**src/rtl/mc_bus_dispatcher.sv**
```systemverilog
// Bus feeder for one multicaster column group: loads a kernel (flush, size,
// weights) and then streams ifmap/psum pairs to the addressed column.
module mc_bus_dispatcher #(
    parameter  int DATA_WIDTH = 16,
    parameter  int NUM_COL    = 4,
    parameter  int MAX_KERNEL = 16,
    localparam int IDW        = $clog2(NUM_COL) + 1,
    localparam int DW         = DATA_WIDTH
) (
    input  logic            clk,
    input  logic            rst,
    input  logic            s_kcfg_valid,
    output logic            s_kcfg_ready,
    input  logic [7:0]      s_kcfg_size,
    input  logic [IDW-1:0]  s_kcfg_id,
    input  logic            s_fltr_valid,
    output logic            s_fltr_ready,
    input  logic [DW-1:0]   s_fltr_data,
    input  logic            s_act_valid,
    output logic            s_act_ready,
    input  logic [DW-1:0]   s_act_ifmap,
    input  logic [2*DW-1:0] s_act_psum,
    input  logic [IDW-1:0]  s_act_id,
    output logic [IDW-1:0]  bus_id,
    output logic            bus_flush_kernel,
    output logic [7:0]      bus_kernel_size,
    output logic [DW-1:0]   bus_fltr_data,
    output logic            bus_fltr_we,
    output logic [DW-1:0]   bus_ifmap_data,
    output logic [2*DW-1:0] bus_psum_data,
    output logic            bus_data_valid,
    input  logic            bus_kernel_busy,
    input  logic            bus_ready,
    output logic            kernel_loaded,
    output logic            cfg_err,
    output logic [15:0]     act_count
);

    typedef enum logic [1:0] {IDLE, FLUSH, LOAD, WAIT_KB} state_t;

    state_t     state;
    state_t     state_nxt;
    logic [7:0] size_q;
    logic [7:0] wcnt;
    logic       cfg_ok;
    logic       cfg_hs;
    logic       fltr_hs;
    logic       act_hs;
    logic       kb_done;

    assign cfg_ok  = (s_kcfg_size != 8'd0) && (s_kcfg_size <= 8'(MAX_KERNEL));
    assign cfg_hs  = s_kcfg_valid & s_kcfg_ready;
    assign fltr_hs = s_fltr_valid & s_fltr_ready;
    assign act_hs  = s_act_valid & s_act_ready;
    // The last weight strobe must be off the bus before busy is trusted.
    assign kb_done = ~bus_kernel_busy & ~bus_fltr_we;

    always_ff @(posedge clk or posedge rst) begin
        if (rst) begin
            state <= IDLE;
        end else begin
            state <= state_nxt;
        end
    end

    always_comb begin
        state_nxt    = state;
        s_kcfg_ready = 1'b0;
        s_fltr_ready = 1'b0;
        s_act_ready  = 1'b0;
        unique case (state)
            IDLE: begin
                s_kcfg_ready = 1'b1;
                s_act_ready  = kernel_loaded & bus_ready & ~s_kcfg_valid;
                if (s_kcfg_valid && cfg_ok) begin
                    state_nxt = FLUSH;
                end
            end
            FLUSH: begin
                state_nxt = LOAD;
            end
            LOAD: begin
                s_fltr_ready = (wcnt < size_q);
                if (s_fltr_valid && s_fltr_ready && (wcnt == size_q - 8'd1)) begin
                    state_nxt = WAIT_KB;
                end
            end
            WAIT_KB: begin
                if (kb_done) begin
                    state_nxt = IDLE;
                end
            end
            default: state_nxt = IDLE;
        endcase
        if (rst) begin
            s_kcfg_ready = 1'b0;
            s_fltr_ready = 1'b0;
            s_act_ready  = 1'b0;
        end
    end

    always_ff @(posedge clk or posedge rst) begin
        if (rst) begin
            size_q           <= '0;
            wcnt             <= '0;
            bus_id           <= '0;
            bus_flush_kernel <= 1'b0;
            bus_kernel_size  <= '0;
            bus_fltr_data    <= '0;
            bus_fltr_we      <= 1'b0;
            bus_ifmap_data   <= '0;
            bus_psum_data    <= '0;
            bus_data_valid   <= 1'b0;
            kernel_loaded    <= 1'b0;
            cfg_err          <= 1'b0;
            act_count        <= '0;
        end else begin
            bus_flush_kernel <= 1'b0;
            bus_fltr_we      <= 1'b0;
            bus_data_valid   <= 1'b0;
            if (cfg_hs) begin
                if (cfg_ok) begin
                    size_q           <= s_kcfg_size;
                    bus_flush_kernel <= 1'b1;
                    bus_kernel_size  <= s_kcfg_size;
                    bus_id           <= s_kcfg_id;
                    kernel_loaded    <= 1'b0;
                    act_count        <= '0;
                end else begin
                    cfg_err <= 1'b1;
                end
            end
            if (state == FLUSH) begin
                wcnt <= '0;
            end
            if (fltr_hs) begin
                bus_fltr_we   <= 1'b1;
                bus_fltr_data <= s_fltr_data;
                wcnt          <= wcnt + 8'd1;
            end
            if (act_hs) begin
                bus_data_valid <= 1'b1;
                bus_id         <= s_act_id;
                bus_ifmap_data <= s_act_ifmap;
                bus_psum_data  <= s_act_psum;
                act_count      <= act_count + 16'd1;
            end
            if (state == WAIT_KB && kb_done) begin
                kernel_loaded <= 1'b1;
            end
        end
    end

endmodule

```
**config.mk**
```make
export PLATFORM = sky130hd
export DESIGN_NAME = mc_bus_dispatcher
export DESIGN_NICKNAME = d
export VERILOG_FILES = /design/src/rtl/mc_bus_dispatcher.sv
export SDC_FILE = /design/constraint.sdc
export NUM_CORES = 1
export LEC_CHECK = 0
export ABC_CLOCK_PERIOD_IN_PS = 8000
export BUFFER_PORTS_ARGS = -buffer_cell sky130_fd_sc_hd__buf_2
export CAP_MARGIN = 20
export CELL_PAD_IN_SITES_DETAIL_PLACEMENT = 1
export CELL_PAD_IN_SITES_GLOBAL_PLACEMENT = 2
export CORE_AREA = 4 4 132 134
export DETAILED_ROUTE_END_ITERATION = 12
export DIE_AREA = 0 0 136 138
export GPL_ROUTABILITY_DRIVEN = 0
export GPL_TIMING_DRIVEN = 0
export HOLD_SLACK_MARGIN = 0.1
export PLACE_DENSITY_LB_ADDON = 0.12
export SYNTH_ARGS = -nofsm -noshare
export SYNTH_HDL_FRONTEND = slang
export SYNTH_SLANG_ARGS = --single-unit
```
**constraint.sdc**
```tcl
create_clock -name clk -period 8 [get_ports clk]
set_input_delay 0.4 -clock clk [delete_from_list [all_inputs] [get_ports clk]]
set_output_delay 0.4 -clock clk [all_outputs]
set_load 0.005 [all_outputs]
```
==> run summary <==
The run finished with clean final reports. Sorting the synthesized cells by area gives the leading types as dfrtp_1, nand2_1, mux2_4. The max-slew violation total from the final report is 0, and the top cell type's share of synthesized area is 0.5373. The tools report the total grt overflow as 0. The H-tree was split into 3 levels.

Buffers placed on the I/O ports in this run total 183. Entering global routing, the biggest net connects 81 pins. Timing analysis after detailed placement gives a worst setup slack of 5.142 ns.

Across the run, the number of max-cap violations was 0. Proportion of total power due to net switching: 0.3355. The most used flip-flop cell after synthesis was dfrtp_1.

In this run the worst hold path is classified as primary input to register. The dominant cell type by count on the critical path was buf_6. The utilization of the core after routing is 0.3964. Dividing total power by cell area gives a power density of 301.9 mW/mm^2. The critical path contains buffers and inverters numbering 3 combined. Setup violations remaining at the end of the flow were counted as 0.

The cell at the slowest stage of the critical path is or4b_1. The starting density of the core is 0.3031. The floorplan step set the die width to 136 um.

dfrtp_1 takes more of the synthesized area than any other cell. IR analysis of the VDD net gives a maximum drop of 0.0001233 V. The slew at the pin closest to its max-slew limit works out to 0.7739 ns. The layout cell share with drive strength beyond 1 was 0.3376; the total I/O pin count was 184. The number of antenna diodes in the final layout is 0. Via density per instance: 4.613. Total CTS buffers: 9. The cell type group with the largest total delay on the critical path is simple AND/OR/NAND/NOR gates. The core region is 0.01629 mm^2. STA classifies the critical path startpoint as a register. The average instance in the mapped netlist occupies 9.796 um^2.

The run gives 0.5373 as the sequential element share of the synthesized area. The clock arrives with 0.007617 ns of skew. In this run the static leakage power is 3.574 nW. After layout, the minimum clock period comes to 2.645 ns.

The post-route clock period utilization came out at 0.3306. The number of global-route vias before repair was 4583; the data required time at the worst endpoint was 8.24 ns. After detailed routing, the average wire length per cell comes to 16.12 um. The floorplan die height is 138 um, and the total die area is 0.01877 mm^2.

The multi-input gate area in the final layout is 0.002091 mm^2. The signal on the critical path passes through inv_1 -> ha_1 -> a41o_1 -> a21oi_2 -> nand2_1 -> or4b_1 -> buf_6 -> buf_6 -> mux2_4. For this block, the initial DRC count from the detailed router was 156.

Data arrival time of the critical path: 2.88 ns. The number of nets in the synthesized netlist is 605. The synthesized netlist contains 53 unique library cells. The most frequent cell after synthesis was nand2_1. The first global-routing pass estimated 24710 um of wire. The logs give 0.330 for the combinational share of power and 0 for the number of DRC violations after detailed routing. For this run, the post-layout net count is 801. The register share of total power is 0.444. Counting instances in the post-synthesis netlist gives the leading cell types as nand2_1, dfrtp_1, o21ai_0, nor2_1, inv_1.

Post-CTS timing repair inserted 0 buffers for setup. The run gives 4267 as the via total after detailed routing. For the clock sink total, the log shows 106. Setup repair after global routing left no endpoint under its margin. TritonCTS built the clock tree. The first TritonRoute pass finished after 4 iterations. The worst slew margin relative to its limit was 0.4793; the async set-or-reset flop fraction in the synthesized netlist was 1.000.

Summed over all failing endpoints, the final setup total negative slack is 0 ns. The clock-pin slew of the registers on the worst-case setup and hold paths was 0.08 ns. The run gives 0.3781 GHz as the maximum clock rate.

The start-to-end type of the worst setup path is register to register. For the minimum hold slack, the log shows 0.2336 ns. The number of synthesized flops with an enable pin was 0; the largest fanout of any net on the critical path was 10. Instance count of the mapped netlist: 504. The logs give 2 for the maximum buffer depth of the clock tree and 0 for the count of final hold-check violations. Clock root buffer master: clkbuf_16. Yosys printed 0 warnings.

The largest single stage delay on the critical path is 0.52 ns. The tools report the total global routing track utilization as 0.1634. Relative to the synthesized area, the layout overhead comes to 30.79%.

The synthesis-stage register bit count is 106, and the latest clock arrival within the worst-skew pair is 0.35 ns. Fill cells in the final layout number 1960. The run gives 0 as the residual antenna-violating net count after detailed routing. The tools report the HPWL after detailed placement as 11460 um. Wires add up to 14910 um. The analysis attributes to net switching a power of 0.0006541 W.

Setup slack of the critical path after layout: 5.355 ns. Internal power comes to 0.001295 W. Number of antenna violations at the first check in global routing: 0. The clock network fraction of total power came out at 0.226.

The tools report the type of element capturing the critical path as a register. Registers take 0.002653 mm^2. The logs give 47 for the number of rows created at floorplan and 0.004937 mm^2 for the post-synth design cell area.
timing repair:
action                                 4_1_cts  5_1_grt
endpoints found under the hold margin       26        0
resized for setup                            0        0
hold buffers                                 1        0
worst reg2reg max path, stage by stage, from the launching register on:
cell and delay (ns):
dfrtp_1 0.44, inv_1 0.13, ha_1 0.34, a41o_1 0.26
a21oi_2 0.13, nand2_1 0.09, or4b_1 0.52, buf_6 0.17
buf_6 0.16, mux2_4 0.30
power groups by stage:
stage / sequential, W / combinational (W) / clock, W
2_1_floorplan: 0.000880 / 0.000326 / 0
3_3_place_gp: 0.000872 / 0.000634 / 0
3_5_place_dp: 0.000875 / 0.000662 / 0
4_1_cts: 0.000869 / 0.000664 / 0.000458
5_1_grt: 0.000896 / 0.000733 / 0.000476
6_report: 0.000865 / 0.000644 / 0.000441
cell type report:
| cell class | instances | area share |
|---|---|---|
| plain buffers | 22 | 0.01957 |
| clock inverters | 6 | 0.007363 |
| multi-input cells | 358 | 0.3238 |
| clock buffers | 10 | 0.03701 |
| repair buffers | 185 | 0.1476 |
| inverters | 18 | 0.01124 |
| well taps | 220 | 0.04263 |
| flip-flops and latches | 106 | 0.4108 |
registers in the layout, summed over array words and instances (netlist names), 2 cells and up:
name,cells
bus_psum_data,32
act_count,16
bus_fltr_data,16
bus_ifmap_data,16
size_q,8
wcnt,8
bus_id,3
state,2
stage by stage:
stage,total power [W],std cells,area [um^2]
after floorplan,0.001206,504,4937
after global routing,0.002105,925,6457
after detailed placement,0.001537,908,6161
after CTS,0.001992,925,6457
final,0.001949,925,6457
after global placement,0.001506,907,6128
layout by cell type, fill, tap and decap left out, types with 3 or more instances in the layout:
cell and n:
buf_2 187, nand2_1 169, dfrtp_1 106, o21ai_0 28, nor2_1 24, inv_1 16
mux2_4 16, ha_1 16, nand3_1 12, clkbuf_1 11, clkbuf_16 9, xnor2_1 8
nand4_1 6, and3_1 6, mux2i_1 5, o211ai_1 5, nand3b_1 5, o31ai_1 5
nor4_1 4, a21oi_1 4, inv_6 4, a21o_1 4, o22ai_1 3, xor2_1 3
nor3_1 3, nor3b_1 3, buf_1 3, buf_6 3, nor3b_2 3
cell families after synthesis:
| family | Yosys count | share of synthesized area |
|---|---|---|
| AO/OA/AOI/OAI | 62 | 0.08186 |
| XOR/XNOR | 11 | 0.01951 |
| adder cells (fa/ha/maj) | 16 | 0.04055 |
| buffers and inverters | 40 | 0.03928 |
| flip-flops | 106 | 0.5373 |
| multiplexers | 21 | 0.05879 |
| AND/OR/NAND/NOR | 248 | 0.2228 |
path summary, 6_finish.rpt:
check | start | endpoint | slack [ns] | cells after the start
worst max-delay path | size_q[6] | bus_fltr_data[2] | 5.36 | 9
worst min-delay path | s_act_ifmap[15] | bus_ifmap_data[15] | 0.23 | 3
worst max register to register | size_q[6] | bus_fltr_data[2] | 5.36 | 9
worst min register to register | bus_ifmap_data[8] | bus_ifmap_data[8] | 0.47 | 2
max in group asynchronous | rst | bus_psum_data[26] | 6.74 | 4
min in group asynchronous | rst | size_q[4] | 0.59 | 3
routing by layer:
layer	track usage	routed length [um]	vias to the layer above
met5	0	0	-
met4	0.04615	163	0
met3	0.03016	777	12
met2	0.2756	7382	104
met1	0.2141	6584	2083
li1	-	-	2068
(Power assumes the default switching activity.)
